[src/rtl/iir_biquad_mc.sv]
// rtl/iir_biquad_mc.sv - multi-channel time-multiplexed biquad IIR sharing one signed MAC
// Each accepted sample takes five MAC cycles plus one write-back cycle; history lives per channel.
module iir_biquad_mc #(
   parameter int N    = 16,
   parameter int FRAC = 14,
   parameter int CH   = 4,
   parameter int CW   = (CH > 1) ? $clog2(CH) : 1
) (
   input  logic                clk,
   input  logic                rst_n,
   input  logic                clr,
   input  logic                in_valid,
   output logic                in_ready,
   input  logic [CW-1:0]       in_ch,
   input  logic signed [N-1:0] in_data,
   input  logic signed [N-1:0] a0,
   input  logic signed [N-1:0] a1,
   input  logic signed [N-1:0] a2,
   input  logic signed [N-1:0] b1,
   input  logic signed [N-1:0] b2,
   input  logic                bypass,
   output logic                out_valid,
   output logic [CW-1:0]       out_ch,
   output logic signed [N-1:0] out_data,
   output logic                sat
);

   localparam int AW = 2 * N + 3;
   localparam logic signed [AW-1:0] HALF = AW'(1) << (FRAC - 1);
   localparam logic signed [AW-1:0] YMAX = AW'((1 << (N - 1)) - 1);
   localparam logic signed [AW-1:0] YMIN = ~YMAX;

   typedef enum logic [1:0] {IDLE, MAC, DONE} state_t;

   state_t                state;
   logic [2:0]            step;
   logic signed [AW-1:0]  acc, acc_next, rnd, shr;
   logic signed [N-1:0]   x_r, a0_r, a1_r, a2_r, b1_r, b2_r;
   logic [CW-1:0]         ch_r;
   logic                  byp_r;
   logic signed [N-1:0]   x1_m [CH];
   logic signed [N-1:0]   x2_m [CH];
   logic signed [N-1:0]   y1_m [CH];
   logic signed [N-1:0]   y2_m [CH];
   logic signed [N-1:0]   h_x1, h_x2, h_y1, h_y2, mul_c, mul_d, y_clip;
   logic signed [2*N-1:0] prod;
   logic                  ch_ok, clip_hi, clip_lo;

   always_comb begin
      ch_ok = 32'(ch_r) < CH;
      h_x1 = '0;
      h_x2 = '0;
      h_y1 = '0;
      h_y2 = '0;
      if (ch_ok) begin
         h_x1 = x1_m[ch_r];
         h_x2 = x2_m[ch_r];
         h_y1 = y1_m[ch_r];
         h_y2 = y2_m[ch_r];
      end
      case (step)
         3'd0:    begin mul_c = a0_r; mul_d = x_r;  end
         3'd1:    begin mul_c = a1_r; mul_d = h_x1; end
         3'd2:    begin mul_c = a2_r; mul_d = h_x2; end
         3'd3:    begin mul_c = b1_r; mul_d = h_y1; end
         default: begin mul_c = b2_r; mul_d = h_y2; end
      endcase
      prod = $signed({{N{mul_c[N-1]}}, mul_c} * {{N{mul_d[N-1]}}, mul_d});
      // feedback terms (steps 3 and 4) subtract
      if (step >= 3'd3)
         acc_next = acc - $signed({{3{prod[2*N-1]}}, prod});
      else
         acc_next = acc + $signed({{3{prod[2*N-1]}}, prod});
      rnd     = acc + HALF;
      shr     = rnd >>> FRAC;
      clip_hi = shr > YMAX;
      clip_lo = shr < YMIN;
      if (clip_hi)
         y_clip = {1'b0, {(N-1){1'b1}}};
      else if (clip_lo)
         y_clip = {1'b1, {(N-1){1'b0}}};
      else
         y_clip = shr[N-1:0];
   end

   always_ff @(posedge clk) begin
      if (!rst_n) begin
         state     <= IDLE;
         step      <= '0;
         acc       <= '0;
         in_ready  <= 1'b1;
         out_valid <= 1'b0;
         out_ch    <= '0;
         out_data  <= '0;
         sat       <= 1'b0;
         x_r       <= '0;
         ch_r      <= '0;
         byp_r     <= 1'b0;
         a0_r      <= '0;
         a1_r      <= '0;
         a2_r      <= '0;
         b1_r      <= '0;
         b2_r      <= '0;
      end else begin
         out_valid <= 1'b0;
         case (state)
            IDLE: ;
            MAC: begin
               acc  <= acc_next;
               step <= step + 3'd1;
               if (step == 3'd4) begin
                  state    <= DONE;
                  in_ready <= 1'b1;
               end
            end
            DONE: begin
               if (ch_ok) begin
                  out_valid <= 1'b1;
                  out_ch    <= ch_r;
                  out_data  <= byp_r ? x_r : y_clip;
                  sat       <= byp_r ? 1'b0 : (clip_hi | clip_lo);
               end
               state <= IDLE;
            end
            default: state <= IDLE;
         endcase
         // acceptance in IDLE or DONE overrides the transition above
         if (state != MAC && in_valid) begin
            state    <= MAC;
            in_ready <= 1'b0;
            step     <= '0;
            acc      <= '0;
            x_r      <= in_data;
            ch_r     <= in_ch;
            byp_r    <= bypass;
            a0_r     <= a0;
            a1_r     <= a1;
            a2_r     <= a2;
            b1_r     <= b1;
            b2_r     <= b2;
         end
      end
   end

   // clr shares priority with reset so it wins over a coincident write-back
   always_ff @(posedge clk) begin
      if (!rst_n || clr) begin
         for (int i = 0; i < CH; i++) begin
            x1_m[i] <= '0;
            x2_m[i] <= '0;
            y1_m[i] <= '0;
            y2_m[i] <= '0;
         end
      end else if (state == DONE && ch_ok && !byp_r) begin
         x2_m[ch_r] <= h_x1;
         x1_m[ch_r] <= x_r;
         y2_m[ch_r] <= h_y1;
         y1_m[ch_r] <= y_clip;
      end
   end

endmodule
[config.mk]
export PLATFORM = sky130hd
export DESIGN_NAME = iir_biquad_mc
export DESIGN_NICKNAME = d
export VERILOG_FILES = /design/src/rtl/iir_biquad_mc.sv
export SDC_FILE = /design/constraint.sdc
export NUM_CORES = 2
export LEC_CHECK = 0
export CORE_MARGIN = 3
export CORE_UTILIZATION = 30
export DETAILED_ROUTE_END_ITERATION = 16
export SYNTH_ARGS = -nofsm -noshare
export SYNTH_HDL_FRONTEND = slang
export SYNTH_SLANG_ARGS = --single-unit
[constraint.sdc]
create_clock -name clk -period 15.5 [get_ports clk]
set_input_delay 3.1 -clock clk [delete_from_list [all_inputs] [get_ports clk]]
set_output_delay 3.1 -clock clk [all_outputs]
set_load 0.03 [all_outputs]
==> impl_results.md <==
- Hold Vio Cnt, Final: 0
- Height of the die: 326 um
- Final estimated routing congestion in global placement: 0.877
- Horiz. Die Dim: 326 um
- Async set-reset flop share out of synthesis: 0%
- Seq/Total Area, Yosys: 35.5%
- GRT Resource Usage Total: 16.4%
- Slowest Stage Delay on Critical Path: 1.01 ns
- Antenna violations before repair: 2
- Routed via count: 22,510
- Startpoint class of the critical path: flop
- Clock transition at the registers of the reported paths: 0.06 ns
- Core Util, Final: 34.8%
- Max frequency: 83.0 MHz
- Via density: 4.97
- Global-route wire length before repair: 137,000 um
- Floorplan core area: 101,000 um^2
- Type of the worst setup path: flop to flop
- Number of instances in the synthesized netlist: 3,086
- Status: completed
- Skew-Pair Late Insertion Delay: 0.58 ns
- Maximum number of pins on one net before global-route repair: 100
- Maximum level of the CTS H-tree: 2
- Number of optimization iterations in the first detailed-route pass: 5
- Antenna Cells: 0
- Syn. warnings: 0
- Worst path slowest cell: sky130_fd_sc_hd__a221oi_2
- Unrepaired setup endpoints after global routing: no
- Average footprint of a synthesized cell: 9.98 um^2
- Initial core utilization: 30.5%
- Worst-path fanout max: 19
- CP Data Required Time: 15.95 ns
- Net count of the finished layout: 3,621
- Endpoint arrival time on the critical path: 12.50 ns
- Drt drc: 0
- Final TNS setup: 0 ns
- Root Driver: sky130_fd_sc_hd__clkbuf_16
- Resize count post-CTS: 0
- Most used cell along the critical path: sky130_fd_sc_hd__fa_1
- Via count of the first global-routing pass: 22,514
- Number of flip-flops and latches in the synthesized netlist: 418
- Grt ovf: 0
- Netlist area before placement: 30,800 um^2
- Count of distinct cell types in the synthesized netlist: 84
- Layout Area Growth over Synthesis: 14.0%
- Syn_nets: 3,575
- Commonest register cell after synthesis: sky130_fd_sc_hd__edfxtp_1
- Max VDD drop: 0.0000840 V
- Worst Skew: 0.0213 ns
- Buffers from clock root to sink, at most: 3
- Class of the tightest hold or removal check: flop to flop
- Hold-fix buffers at CTS: 0
- Row cnt: 116
- Sum of routed wire length over all layers: 88,200 um
- Slew margin rel.: 6.54%
- R2R setup slack: 3.45 ns
- Most common library cell in the layout ignoring fill and taps: sky130_fd_sc_hd__nand2_1
- Cts bufs inserted: 47
- Measured slew at the worst slew-check pin: 1.40 ns
- Die Area: 107,000 um^2
- Max-slew violation count: 0
- Final count of negative-setup-slack endpoints: 0
- Minimum clock period after layout: 12.05 ns
- Footprint of the flip-flops and latches: 10,900 um^2
- Total leakage power: 0.0143 uW
- Number of setup buffers added after CTS: 0
- Fillers: 10,235
- Number of synthesized flops with an enable pin: 256
- Antenna-violating nets left: 0
- Top-level port count: 124
- Area taken by multi-input logic gates: 18,200 um^2
- Average routed wire per standard cell: 19.5 um
- Share of the cycle needed by the critical path after routing: 77.7%
- Number of sinks handled by clock tree synthesis: 418
- Number of DRC markers in iteration 0: 1,752
- Commonest non-fill, non-tap cells in the layout: sky130_fd_sc_hd__nand2_1, sky130_fd_sc_hd__inv_1, sky130_fd_sc_hd__fa_1
- Worst hold-check slack: 0.450 ns
- Pwr/cell area: 162 nW/um^2
- CTS tree: yes
- Reported max-cap violation count: 0
- Placed wire-length estimate: 63,500 um
- Buffers added on ports: 123
- Critical Path Sink Type: flop
- Share of final-layout standard cells stronger than drive strength 1: 8.01%
==> synthesized netlist by cell type, types with 5 or more instances <==
library cell	instances	area (um^2)
sky130_fd_sc_hd__nand2_1	448	1680
sky130_fd_sc_hd__inv_1	322	1210
sky130_fd_sc_hd__fa_1	264	5290
sky130_fd_sc_hd__edfxtp_1	256	7690
sky130_fd_sc_hd__nor2_1	242	908
sky130_fd_sc_hd__and2_1	208	1300
sky130_fd_sc_hd__dfxtp_1	162	3240
sky130_fd_sc_hd__clkbuf_1	140	526
sky130_fd_sc_hd__ha_1	122	1530
sky130_fd_sc_hd__a21boi_0	112	841
sky130_fd_sc_hd__a21oi_1	79	395
sky130_fd_sc_hd__mux4_2	64	1440
sky130_fd_sc_hd__o21ai_0	63	315
sky130_fd_sc_hd__xnor2_1	63	552
sky130_fd_sc_hd__a22oi_1	53	398
sky130_fd_sc_hd__nand2b_1	51	319
sky130_fd_sc_hd__xor2_1	43	377
sky130_fd_sc_hd__nand3_1	34	170
sky130_fd_sc_hd__nor2b_1	31	194
sky130_fd_sc_hd__o21a_1	28	210
sky130_fd_sc_hd__nor3_1	22	110
sky130_fd_sc_hd__a31oi_1	21	131
sky130_fd_sc_hd__a21o_1	20	150
sky130_fd_sc_hd__or2_2	16	100
sky130_fd_sc_hd__nand4_1	15	93.8
sky130_fd_sc_hd__or3_1	15	93.8
sky130_fd_sc_hd__a31o_2	12	105
sky130_fd_sc_hd__buf_2	12	60.1
sky130_fd_sc_hd__a211oi_1	11	82.6
sky130_fd_sc_hd__a221oi_1	10	87.6
sky130_fd_sc_hd__buf_1	10	37.5
sky130_fd_sc_hd__o31ai_1	10	75.1
sky130_fd_sc_hd__o21ai_1	9	45.0
sky130_fd_sc_hd__and3_1	8	50.1
sky130_fd_sc_hd__o21bai_1	7	52.6
sky130_fd_sc_hd__a211o_1	6	52.6
sky130_fd_sc_hd__a21boi_1	6	45.0
sky130_fd_sc_hd__o211ai_1	6	45.0
sky130_fd_sc_hd__o22ai_1	5	31.3
==> flip-flops by register name, summed over array words and instances (netlist names), 3 cells and up, named ones only <==
signal    flops
step          3
x2_m         64
x_r          16
a1_r         16
out_data     16
acc          35
x1_m         64
b2_r         16
a0_r         16
a2_r         16
y1_m         64
b1_r         16
y2_m         64
==> power by group <==
| part | switching, uW | total, uW | internal, uW | leakage, uW |
|---|---|---|---|---|
| Sequential | 80.9 | 1330 | 1250 | 0.00418 |
| Combinational | 1980 | 3210 | 1230 | 0.00936 |
| Clock | 468 | 1140 | 676 | 0.000766 |
| Total | 2530 | 5690 | 3160 | 0.0143 |
==> path summary, 6_finish.rpt <==
path	start	to	cells past startpoint
worst min-delay path	out_data[11]	out_data[11]	2
worst max-delay path	step[0]	acc[33]	35
worst min register to register	out_data[11]	out_data[11]	2
worst max register to register	step[0]	acc[33]	35
==> cell families (layout without fill, tap and decap cells) <==
logic type	after synthesis	count (layout)	synth area share [%]
XOR/XNOR	107	107	3.07
buffers and inverters	485	570	5.98
multiplexers	72	72	4.96
AND/OR/NAND/NOR	1117	1117	17.1
flip-flops	418	418	35.5
AO/OA/AOI/OAI	501	501	11.3
adder cells (fa/ha/maj)	386	386	22.1
==> critical path: cells and delay by family, from the launching register on <==
kind	cells	cell delay, ns
adder cells (fa/ha/maj)	10	4.50
multiplexers	1	0.34
flip-flops	1	0.42
XOR/XNOR	1	0.28
buffers and inverters	2	0.10
AO/OA/AOI/OAI	17	5.46
AND/OR/NAND/NOR	4	0.80
==> final cells by class <==
cell class	instances	area share (%)
sequential	418	31.1
inverter	322	3.44
tap	1357	4.84
clock inverter	23	0.745
timing repair buffer	160	4.29
multi-input combinational	2183	51.8
clock buffer	65	3.72
==> stage by stage <==
step           area, um^2  setup WS [ns]  power [uW]  cells
2_1_floorplan       30800           4.48        3680   3086
3_3_place_gp        33500           3.74        4530   4440
3_5_place_dp        33500           3.66        4520   4440
4_1_cts             35100           3.57        5710   4528
5_1_grt             35100           2.80        6110   4528
6_report            35100           3.45        5690   4528
==> per-layer routing <==
metal,part of all wire (%),global-route usage (%),wire length [um]
met5,0,0,0
met3,6.6,2.73,5850
met1,47,24.1,41100
met4,2.3,3.81,2030
met2,45,25.2,39300
No activity file was read; power rests on OpenSTA's default activity.
